**src/rtl/spdif_pkg.sv**
```systemverilog
// Shared constants and types for the S/PDIF transmitter: preamble patterns,
// block length, channel-status bit positions and the sample-rate codes.
package spdif_pkg;

  localparam logic [7:0] PRE_B = 8'b11101000;
  localparam logic [7:0] PRE_M = 8'b11100010;
  localparam logic [7:0] PRE_W = 8'b11100100;

  localparam int         FRAMES_PER_BLOCK = 192;
  localparam logic [7:0] FRM_LAST         = 8'(FRAMES_PER_BLOCK - 1);

  localparam logic [7:0] CS_BIT_CONSUMER = 8'd0;
  localparam logic [7:0] CS_BIT_COPY     = 8'd2;
  localparam logic [7:0] CS_BIT_FS       = 8'd24;

  localparam logic [3:0] CS_FS_44K1 = 4'b0000;
  localparam logic [3:0] CS_FS_48K  = 4'b0010;
  localparam logic [3:0] CS_FS_32K  = 4'b0011;

  typedef enum logic {ST_IDLE, ST_RUN} tx_state_e;
  typedef enum logic [1:0] {PRE_SEL_B, PRE_SEL_M, PRE_SEL_W} pre_sel_e;

  function automatic logic [7:0] preamble(input pre_sel_e sel);
    case (sel)
      PRE_SEL_B: return PRE_B;
      PRE_SEL_M: return PRE_M;
      default:   return PRE_W;
    endcase
  endfunction

  // Consumer status: bit 0 stays 0, copy permitted, fs code LSB in bit 24.
  function automatic logic chstat_bit(input logic [7:0] frm, input logic [3:0] fs);
    logic b;
    b = 1'b0;
    if (frm == CS_BIT_COPY) b = 1'b1;
    if (frm >= CS_BIT_FS && frm < CS_BIT_FS + 8'd4) b = fs[frm[1:0]];
    return b;
  endfunction

endpackage

```
**src/rtl/spdif_bmc_encoder.sv**
```systemverilog
// Biphase-mark line encoder: emits preamble patterns for half-cells 0..7 and
// BMC-coded slot bits afterwards, tracking the line level across subframes.
module spdif_bmc_encoder
  import spdif_pkg::*;
(
  input  logic       sck,
  input  logic       rst_n,
  input  logic       run,
  input  logic [5:0] hc,
  input  pre_sel_e   pre_sel,
  input  logic       slot_bit,
  output logic       spdif
);

  logic       pol_q;
  logic       pol;
  logic [7:0] pre;
  logic       spdif_d;

  // The preamble polarity is latched from the level left by the previous subframe.
  always_comb begin
    pol     = (hc == 6'd0) ? spdif : pol_q;
    pre     = preamble(pre_sel);
    spdif_d = 1'b0;
    if (run) begin
      if (hc < 6'd8)
        spdif_d = pre[3'd7 - hc[2:0]] ^ pol;
      else if (!hc[0])
        spdif_d = ~spdif;
      else
        spdif_d = spdif ^ slot_bit;
    end
  end

  always_ff @(posedge sck or negedge rst_n) begin
    if (!rst_n) begin
      spdif <= 1'b0;
      pol_q <= 1'b0;
    end else begin
      spdif <= spdif_d;
      if (hc == 6'd0) pol_q <= spdif;
    end
  end

endmodule

```
**src/rtl/spdif_transmit.sv**
```systemverilog
// IEC 60958 consumer transmitter at 128 x fs. Optional SPDIF_CHSTAT_EN sends the
// consumer channel-status word in the C slot; otherwise C is always 0.
//
// state   | meaning
// IDLE    | line held low, counters at 0, waiting for the first sample
// RUN     | continuous frame transmission until reset
module spdif_transmit
  import spdif_pkg::*;
#(
  parameter int         SAMPLE_BITS = 24,
  parameter logic [3:0] CS_FS_CODE  = 4'b0010
) (
  input  logic        sck,
  input  logic        rst_n,
  input  logic [31:0] data_left,
  input  logic [31:0] data_right,
  input  logic        sample_valid,
  output logic        spdif,
  output logic        frame_start,
  output logic        block_start,
  output logic        underrun,
  output logic        overrun
);

  localparam logic [23:0] AUDIO_MASK = ~((24'd1 << (24 - SAMPLE_BITS)) - 24'd1);

  tx_state_e   state_q, state_d;
  logic [5:0]  hc;
  logic        sub;
  logic [7:0]  frm;
  logic [23:0] hold_l, hold_r, aud_l, aud_r, cur;
  logic        fresh, v_bit, c_bit, parity, slot_bit, run, load;
  logic [4:0]  slot;
  pre_sel_e    pre_sel;
  logic        unused_bits;

  assign unused_bits = ^{data_left[7:0], data_right[7:0], CS_FS_CODE};

  always_ff @(posedge sck or negedge rst_n) begin
    if (!rst_n) state_q <= ST_IDLE;
    else        state_q <= state_d;
  end

  always_comb begin
    state_d = state_q;
    if (state_q == ST_IDLE && sample_valid) state_d = ST_RUN;
  end

  assign run  = (state_q == ST_RUN);
  assign load = run && (hc == 6'd0) && !sub;

  always_ff @(posedge sck or negedge rst_n) begin
    if (!rst_n) begin
      hc  <= '0;
      sub <= 1'b0;
      frm <= '0;
    end else if (!run) begin
      hc  <= '0;
      sub <= 1'b0;
      frm <= '0;
    end else begin
      hc <= hc + 6'd1;
      if (hc == 6'd63) begin
        sub <= ~sub;
        if (sub) frm <= (frm == FRM_LAST) ? 8'd0 : frm + 8'd1;
      end
    end
  end

  // A strobe on the load cycle refills the hold after the copy, so it stays fresh.
  always_ff @(posedge sck or negedge rst_n) begin
    if (!rst_n) begin
      hold_l      <= '0;
      hold_r      <= '0;
      fresh       <= 1'b0;
      aud_l       <= '0;
      aud_r       <= '0;
      v_bit       <= 1'b0;
      frame_start <= 1'b0;
      block_start <= 1'b0;
      underrun    <= 1'b0;
      overrun     <= 1'b0;
    end else begin
      if (sample_valid) begin
        hold_l <= data_left[31:8] & AUDIO_MASK;
        hold_r <= data_right[31:8] & AUDIO_MASK;
        fresh  <= 1'b1;
      end else if (load) begin
        fresh <= 1'b0;
      end
      if (load) begin
        aud_l <= hold_l;
        aud_r <= hold_r;
        v_bit <= !fresh;
      end
      frame_start <= load;
      block_start <= load && (frm == 8'd0);
      underrun    <= load && !fresh;
      overrun     <= sample_valid && fresh && !load;
    end
  end

  always_comb begin
`ifdef SPDIF_CHSTAT_EN
    c_bit = chstat_bit(frm, CS_FS_CODE);
`else
    c_bit = 1'b0;
`endif
    slot     = hc[5:1];
    cur      = sub ? aud_r : aud_l;
    parity   = ^{cur, v_bit, c_bit};
    slot_bit = 1'b0;
    if (slot >= 5'd4 && slot <= 5'd27)
      slot_bit = cur[slot - 5'd4];
    else if (slot == 5'd28)
      slot_bit = v_bit;
    else if (slot == 5'd30)
      slot_bit = c_bit;
    else if (slot == 5'd31)
      slot_bit = parity;
    pre_sel = sub ? PRE_SEL_W : ((frm == 8'd0) ? PRE_SEL_B : PRE_SEL_M);
  end

  spdif_bmc_encoder u_bmc (
    .sck      (sck),
    .rst_n    (rst_n),
    .run      (run),
    .hc       (hc),
    .pre_sel  (pre_sel),
    .slot_bit (slot_bit),
    .spdif    (spdif)
  );

endmodule

```
**config.mk**
```make
export PLATFORM = sky130hd
export DESIGN_NAME = spdif_transmit
export DESIGN_NICKNAME = d
export VERILOG_FILES = /design/src/rtl/spdif_pkg.sv /design/src/rtl/spdif_bmc_encoder.sv /design/src/rtl/spdif_transmit.sv
export SDC_FILE = /design/constraint.sdc
export NUM_CORES = 1
export LEC_CHECK = 0
export CAP_MARGIN = 15
export CORE_MARGIN = 2
export CORE_UTILIZATION = 27
export DETAILED_ROUTE_END_ITERATION = 8
export PLACE_DENSITY = 0.48
export SETUP_SLACK_MARGIN = 0.15
export SYNTH_ARGS = -nofsm -noshare
export SYNTH_HDL_FRONTEND = slang
export SYNTH_SLANG_ARGS = --single-unit
```
**constraint.sdc**
```tcl
create_clock -name sck -period 3.5 [get_ports sck]
set_input_delay 0.525 -clock sck [delete_from_list [all_inputs] [get_ports sck]]
set_output_delay 0.525 -clock sck [all_outputs]
set_load 0.01 [all_outputs]
```
---- Word-level counts from Yosys, hierarchy flattened ----
Index checks and enable logic that the tools add are counted.
word-level totals
  register bits ........................... 120
  input bits .............................. 67
  output and inout port bits .............. 5
cells by class
  $add $sub $neg .......................... 4
  order comparisons ....................... 5
  equal/unequal tests ..................... 8
  mux-type cells .......................... 25
  bitwise gates (word level) .............. 5
  reductions and logical operators ........ 17
operator list
  cell                                                                                 count
  8-bit two-way mux                                                                    4
  26-bit XOR reduction                                                                 1
  24-bit two-way mux                                                                   1
  5-bit == test, second input constant                                                 3
  1-bit two-way mux                                                                    15
  8-bit by 1-bit adder with 8-bit output, second input constant                        1
  8-bit == test, second input constant                                                 1
  1-bit logical AND                                                                    8
  8-bit zero test                                                                      1
  4-bit one-hot mux with 2 select lines                                                1
  6-bit by 1-bit adder with 6-bit output, second input constant                        1
  6-bit == test, second input constant                                                 1
  6-bit zero test                                                                      1
  5-bit by 6-bit less-than comparator with 1-bit output, second input constant         1
  6-bit by 4-bit less-than comparator with 1-bit output, second input constant         1
  6-bit two-way mux                                                                    1
  1-bit binary-select mux with 5-bit select                                            1
  5-bit by 3-bit greater-or-equal comparator with 1-bit output, second input constant  1
  5-bit <= comparator, second input constant                                           1
  5-bit by 3-bit subtractor with 5-bit output, second input constant                   1
  3-bit by 4-bit less-than comparator with 1-bit output, second input constant         1
  2-bit by 1-bit != test with 1-bit output, second input constant                      2
  1-bit binary-select mux with 3-bit select                                            1
  1-bit zero test                                                                      3
  8 further kinds                                                                      11

---- Depth between registers and ports, before layout ----
  depth after elaboration ................. 10
  mapped depth ............................ 12
  depth with buffers taken out ............ 10

---- Modules after synthesis ----
From an unflattened synthesis, not the netlist that was laid out.
unflattened totals
  cells, all modules ...................... 523
  area total of the unflattened synthesis .. 5728.0 µm²
modules (own cells, without submodules)
  module             times used  cells an instance  area an instance (µm²)  seq. area each (µm²)
  spdif_transmit     1           505                5546.6                  2952.8
  spdif_bmc_encoder  1           18                 181.4                   50.0

---- Worst setup path after synthesis ----
Ideal clock, no wire load.
  path type ............................... register to register
  start ................................... register hc[2]
  end ..................................... register u_bmc.spdif
  setup time .............................. 0.120 ns
  arrival time ............................ 2.245 ns
  data required time ...................... 3.380 ns
  setup slack ............................. 1.135 ns
  cell stages (with the launch flop) ...... 11
  path buffers ............................ 2
  period minus slack after synthesis ...... 2.365 ns
  cell sequence ........................... dfrtp_1 clkbuf_1 buf_2 mux4_2 mux4_2 nand3_2 o21ai_2 nand2b_1 o2111ai_1 xor2_1 o211a_1
on the way
  cells in the longest elaborated chain, start to end .. 9
  elaborated cells on any way between the ends .. 24
  those cells by class .................... add/sub: 2; order compare: 3; eq/ne: 3; mux: 12; bitwise: 2; reduce/logical: 2
RTL lines
  item                                                                                 RTL line                 text
  start: declaration                                                                   spdif_transmit.sv:28     logic [5:0] hc;
  start signal: assignment                                                             spdif_transmit.sv:62     hc <= hc + 6'd1;
  branches (longest 7 deep; another with 5-bit by 3-bit subtractor with 5-bit output)  -
  1-bit two-way mux (*)                                                                spdif_bmc_encoder.sv:26  if (hc < 6'd8)
  1-bit two-way mux (*)                                                                spdif_bmc_encoder.sv:25  if (run) begin
  via u_bmc.spdif_d                                                                    spdif_bmc_encoder.sv:18  logic spdif_d;
  end signal: assignment                                                               spdif_bmc_encoder.sv:40  spdif <= spdif_d;
  end: declaration                                                                     spdif_bmc_encoder.sv:12  output logic spdif
Mark *: on every way through the listed nets, which the timed path passes. The select of a mux whose other input is x is not followed.
A chain may end at the register's enable or synchronous reset.

---- Final worst setup path ----
  start ................................... register sub
  end ..................................... register u_bmc.spdif
on the way
  cells in the longest elaborated chain, start to end .. 10
  elaborated cells on any way between the ends .. 19
  those cells by class .................... eq/ne: 1; mux: 14; bitwise: 2; reduce/logical: 2
RTL lines
  item                      RTL line                 text
  start: declaration        spdif_transmit.sv:29     logic sub;
  start signal: assignment  spdif_transmit.sv:64     sub <= ~sub;
  24-bit two-way mux        spdif_transmit.sv:110    cur = sub ? aud_r : aud_l;
  26-bit XOR reduction      spdif_transmit.sv:111    parity = ^{cur, v_bit, c_bit};
  1-bit two-way mux         spdif_transmit.sv:119    else if (slot == 5'd31)
  1-bit two-way mux         spdif_transmit.sv:117    else if (slot == 5'd30)
  1-bit two-way mux         spdif_transmit.sv:115    else if (slot == 5'd28)
  1-bit two-way mux         spdif_transmit.sv:113    if (slot >= 5'd4 && slot <= 5'd27)
  1-bit XOR                 spdif_bmc_encoder.sv:31  spdif_d = spdif ^ slot_bit;
  1-bit two-way mux         spdif_bmc_encoder.sv:28  else if (!hc[0])
  1-bit two-way mux (*)     spdif_bmc_encoder.sv:26
  1-bit two-way mux (*)     spdif_bmc_encoder.sv:25
  via u_bmc.spdif_d         spdif_bmc_encoder.sv:18
The timed path passes the listed nets; every way through them passes the cells marked *. The select of a mux whose other input is x is not followed.

==> impl_metrics.py <==
metrics = {
    "sta": {
        "rsz0062_at_grt": "false",
        "maxSlewViolCount": 0,
        "layout_min_cycle_time_ns": 2.94,
        "fin_crit_sh_pct": 84.1,
        "finClkSkew_ns": 0.00785,
        "worst_slew_pin_slew_ns": 0.821,
        "slew_headroom_pct": 45.2,
        "fin_setup_tns_ns": 0,
        "hold_viol": 0,
        "clock.fmax_mhz": 340,
        "setup_violations": 0,
    },
    "synth": {
        "syn_inst": 504,
        "netlist.top_cell.by_area": "dfrtp_1",
        "yosysSeqAreaShare_pct": 52.9,
        "synth_top_area_share_pct": 52.9,
        "synth_cell_type_count": 38,
        "synth.avg_cell_area_um2": 11.3,
        "yosys.cell_count.top_type": "nand2_1",
        "synth-async-reset-ratio_pct": 100,
        "synth_edf_count": 0,
        "yosys-top-cells-area": "dfrtp_1 (53%), nand2_1 (10%), mux2_2 (9.7%)",
        "ys_top_cells_by_count": "nand2_1 (153), dfrtp_1 (120), mux2_2 (49)",
        "synth.cell_area_mm2": 0.00567,
        "synth.ff_latch_count": 120,
        "ys.flop_type": "dfrtp_1",
        "syn_nets": 578,
        "yosysWarnings": 0,
    },
    "critical_path": {
        "worstPathMaxFanout": 19,
        "cp.required_ns": 3.80,
        "critical_path_class": "reg2reg",
        "arrival_ns": 3.25,
        "cp-start-kind": "register",
        "cp-end-kind": "register",
    },
    "cts": {
        "cts_setup_buffers": 0,
        "ctsHoldBuffers": 0,
        "root_buffer": "clkbuf_16",
        "htree_levels": 4,
        "numCtsBuffers": 17,
        "cts_resized": 0,
        "clk_pin_slew_ns": 0.06,
        "cts.path.max_buffers": 2,
        "numClockSinks": 120,
        "cts_tree": "built",
        "clk-insertion-delay-late_ns": 0.42,
    },
    "drt": {
        "highest_layer": "met4",
        "met1_length_um": 5590,
        "vias": 3694,
        "drc": 0,
        "first_pass_iters": 4,
        "drt_iter0_markers": 137,
        "wl_met3_um": 351,
        "routed_wirelength_um": 12100,
        "met2_length_um": 5970,
        "viasPerCell": 4.37,
        "antenna_left": 0,
        "wl_per_cell_um": 14.3,
    },
    "floorplan": {
        "core_mm2": 0.0208,
        "die_y_um": 149,
        "dieArea_mm2": 0.0222,
        "die_width_um": 149,
        "ios": 72,
        "fp-row-count": 53,
        "initial_core_util_pct": 27.3,
    },
    "placement": {
        "dp.final_hpwl_um": 8200,
        "portBuffers": 55,
        "dp.cells": 812,
        "dpl-instance-area_mm2": 0.00648,
        "finalWeightedCongestion": 0.798,
    },
    "final_layout": {
        "antenna_cells": 0,
        "final_area_mm2": 0.00711,
        "multi_input_area_mm2": 0.00251,
        "nets": 631,
        "regArea_mm2": 0.00300,
        "nFillCells": 2111,
        "finalNonFillerCells": 845,
        "area_growth_pct": 25.3,
        "layout-drive-gt1-share_pct": 17.4,
    },
    "global_route": {
        "grt_use_total_pct": 11.8,
        "grt_pass1_vias": 4066,
        "grt_antenna_before_repair": 0,
        "grt_overflow": 0,
        "grt_max_degree": 69,
        "grt_pass1_wl_um": 20500,
    },
    "pwr": {
        "power.density_mw_per_mm2": 846,
        "p_leak_nw": 3.22,
        "ir_drop_v": 0.000518,
    },
    "status": {
        "status": "completed",
    },
    "job": {
        "maxCapViolations": 0,
    },
    "hold_path": {
        "hold_path.class": "in2async",
    },
}
[cell families after synthesis]
family	share of synthesized area, %
AND/OR/NAND/NOR	14.7
flip-flops	52.9
XOR/XNOR	7.72
buffers and inverters	2.91
AO/OA/AOI/OAI	1.76
multiplexers	18.4
adder cells (fa/ha/maj)	1.54
[final cells by class]
| type | count | share of cell area (%) |
|---|---|---|
| flip-flops and latches | 120 | 42.2 |
| multi-input cells | 349 | 35.3 |
| repair buffers | 61 | 8.62 |
| clock buffers | 18 | 6.18 |
| well taps | 275 | 4.84 |
| clock inverters | 14 | 2.45 |
| inverters | 8 | 0.422 |
[worst max-delay path, stage by stage, from the launching register on]
cell and delay, ns:
dfrtp_1 0.87, buf_4 0.33, mux4_1 0.59, mux2i_1 0.14, mux4_2 0.26, o21ai_2 0.05
nand2b_1 0.07, o2111ai_1 0.13, xor2_1 0.17, o211a_1 0.21
[cells in the final DEF, fill, tap and decap left out, types with 2 or more instances in the layout]
cell type / netlist / final
inv_6: 0 / 2
buf_4: 1 / 5
and3_1: 2 / 2
nand2b_1: 2 / 2
nand3_1: 8 / 8
clkdlybuf4s50_1: 0 / 53
clkinv_4: 0 / 3
mux4_2: 4 / 4
a21o_1: 2 / 2
clkinvlp_4: 0 / 4
clkbuf_16: 0 / 17
xnor2_1: 21 / 21
nand4_1: 3 / 3
inv_2: 2 / 2
a21oi_1: 4 / 4
nor2_1: 10 / 10
and2_1: 11 / 11
xor2_1: 29 / 29
ha_1: 7 / 7
mux2_2: 49 / 49
dfrtp_1: 120 / 120
o21ai_0: 3 / 3
inv_1: 6 / 6
bufinv_16: 0 / 3
nor3_1: 4 / 4
nand2_1: 153 / 153
clkinv_2: 0 / 2
nor2b_1: 2 / 2
buf_12: 1 / 2
mux2i_1: 14 / 14
mux4_1: 10 / 10
[metrics by stage]
step / utilization [%] / setup slack, ns / total power [mW] / hold WS [ns]
finish: 34.1 / 0.557 / 6.02 / 0.150
global placement: 31.1 / 0.589 / 4.25 / 0.457
detailed placement: 31.1 / 0.578 / 4.26 / 0.462
CTS: 34.0 / 0.553 / 6.11 / 0.184
floorplan: - / 1.14 / 3.77 / 0.229
global route: 34.1 / 0.356 / 6.45 / 0.220
[where the power goes]
part | switching [mW] | leakage [nW] | internal [mW]
combinational | 0.861 | 1.47 | 1.13
clock | 0.663 | 0.289 | 1.14
sequential | 0.459 | 1.47 | 1.76
total | 1.98 | 3.22 | 4.03
[state kept, by name, summed over array words and instances, names as in the netlist]
name	flops
aud_l	24
aud_r	24
hold_l	24
hold_r	24
frm	8
hc	6
block_start	1
frame_start	1
fresh	1
overrun	1
run	1
sub	1
u_bmc.pol_q	1
u_bmc.spdif	1
underrun	1
v_bit	1
[per-layer routing]
layer  track usage [%]  up-vias
met5                 0        -
met2              19.7       56
li1                  -     1778
met4              4.33        0
met1              14.7     1847
met3              3.15       13
[path summary, 6_finish.rpt]
kind | end | cells past startpoint | slack, ns | start
max | u_bmc.spdif | 9 | 0.56 | sub
min | overrun | 1 | 0.15 | rst_n
max reg2reg | u_bmc.spdif | 9 | 0.56 | sub
min reg2reg | underrun | 1 | 0.46 | fresh
max in group asynchronous | aud_r[9] | 2 | 2.54 | rst_n
min in group sck | underrun | 1 | 0.46 | fresh
(Power assumes the default switching activity.)
==> RTL change: new RTL, same flow settings <==
Remove the register `block_start`: a continuous assignment takes its place, so the output `block_start` follows one clock earlier.
--- a/src/rtl/spdif_transmit.sv
+++ b/src/rtl/spdif_transmit.sv
@@ -77,7 +77,6 @@
       aud_r       <= '0;
       v_bit       <= 1'b0;
       frame_start <= 1'b0;
-      block_start <= 1'b0;
       underrun    <= 1'b0;
       overrun     <= 1'b0;
     end else begin
@@ -94,11 +93,12 @@
         v_bit <= !fresh;
       end
       frame_start <= load;
-      block_start <= load && (frm == 8'd0);
       underrun    <= load && !fresh;
       overrun     <= sample_valid && fresh && !load;
     end
   end
+
+  assign block_start = load && (frm == 8'd0);
 
   always_comb begin
 `ifdef SPDIF_CHSTAT_EN
Function: changed (a bounded check fails within 4 cycles, from zero or initial values and one cycle with rst_n low).
==> RTL change against the original RTL <==
Total power is 0.74% higher; cell area down 0.48%; clock power is 3% lower; die area is 0.64% lower; highest routed layer unchanged; non-clock buffer count stayed put; synthesized area shrank 0.66%; sequential cell count is 1 lower; setup slack worse by 0.12 ns; routed wire length decreased by 0.88%; critical endpoint is now block_start.
==> RTL change: results (changes against the original RTL) <==
stage;metric;value;unit;change
status;status;completed;;unchanged
critical_path;Max stage delay on crit path;0.56;ns;was 0.87 ns
critical_path;R2R cell count;11;;was 9
critical_path;CP endpoint;block_start;;was u_bmc.spdif$_DFF_PN0_
power;total combinational power;2100;uW;was 2000 uW
drt;initial detailed-routing violation count;159;;was 137
placement;dpl ws;0.6802;ns;was 0.5783 ns
cells_and_area;#MultiIn Comb;352;;was 349
cells_and_area;seq_cells;119;;was 120
drt;Post-Route M1 WL;5394;um;was 5590 um
placement;dpl cell area;0.006455;mm2;was 0.006476 mm2
global_routing;met1 usage;14.33;%;was 14.73%
drt;Vias;3700;;was 3,694
global_routing;met2 GRT Util;20.44;%;was 19.68%
cells_and_area;NonClk Buf Share;8.842;%;was 8.624%
cells_and_area;# fillers;2017;;was 2,111
timing;WHS;0.2047;ns;was 0.1496 ns
yosys;synth cell count leaders;nand2_1 (155), dfrtp_1 (119), mux2_2 (49);;was nand2_1 (153), dfrtp_1 (120), mux2_2 (49)
critical_path;Critical Path Source;hc[3]$_DFF_PN0_;;was sub$_DFFE_PN0P_
power;worst-case vdd ir drop;0.5991;mV;was 0.5180 mV
placement;DP Cell Count;809;;was 812
critical_path;largest fanout on the critical path;9;;was 19
yosys;post-synth net total;583;;was 578
placement;gpl congestion;0.8366;;was 0.7975
yosys;Post-Syn Instances;508;;was 504
power;Design Power;6063;uW;was 6018 uW
global_routing;largest net degree at the start of global routing;62;;was 69
cells_and_area;Register Area;0.002979;mm2;was 0.003003 mm2
critical_path;WP data arrival;2.54;ns;was 3.25 ns
global_routing;total track usage;12.10;%;was 11.80%
drt;met2 wire len;5856;um;was 5970 um
cells_and_area;layout net count;634;;was 631
cells_and_area;clock buffer count;23;;was 18
global_routing;GR Util met3;3.221;%;was 3.150%
timing;Clock Skew;0.005509;ns;was 0.007847 ns
power;P_leak;0.003180;uW;was 0.003221 uW
RTL change: cell count changes in the layout (fill, tap and decap cells not counted), moves of 3 or more:
cell        unedited run  this run
clkbuf_1               0         3
xnor2_1               21        24
mux4_1                10         0
clkinvlp_4             4         1
xor2_1                29        20
mux4_2                 4        14
o21ai_0                3         0
RTL change: cell families after synthesis:
group / after synthesis / share of synthesized area, %
xor gates and xnor gates: 46 / 7.636
buffers and inverters: 37 / 2.752
DFF: 119 / 52.83
and+or+nand+nor: 204 / 15.23
muxes: 75 / 17.51
adders and majority gates: 8 / 1.776
AOI/OAI and AO/OA: 19 / 2.264
RTL change: worst reg2reg max path, cell delays in order, from the launching register on:
cell	delay [ns]
dfrtp_1	0.53
inv_1	0.16
ha_1	0.23
xnor2_1	0.35
mux4_2	0.55
nand2_1	0.08
nand2_1	0.05
a211oi_1	0.23
o21ai_1	0.11
xnor2_1	0.15
nor2_1	0.06
o21a_1	0.17
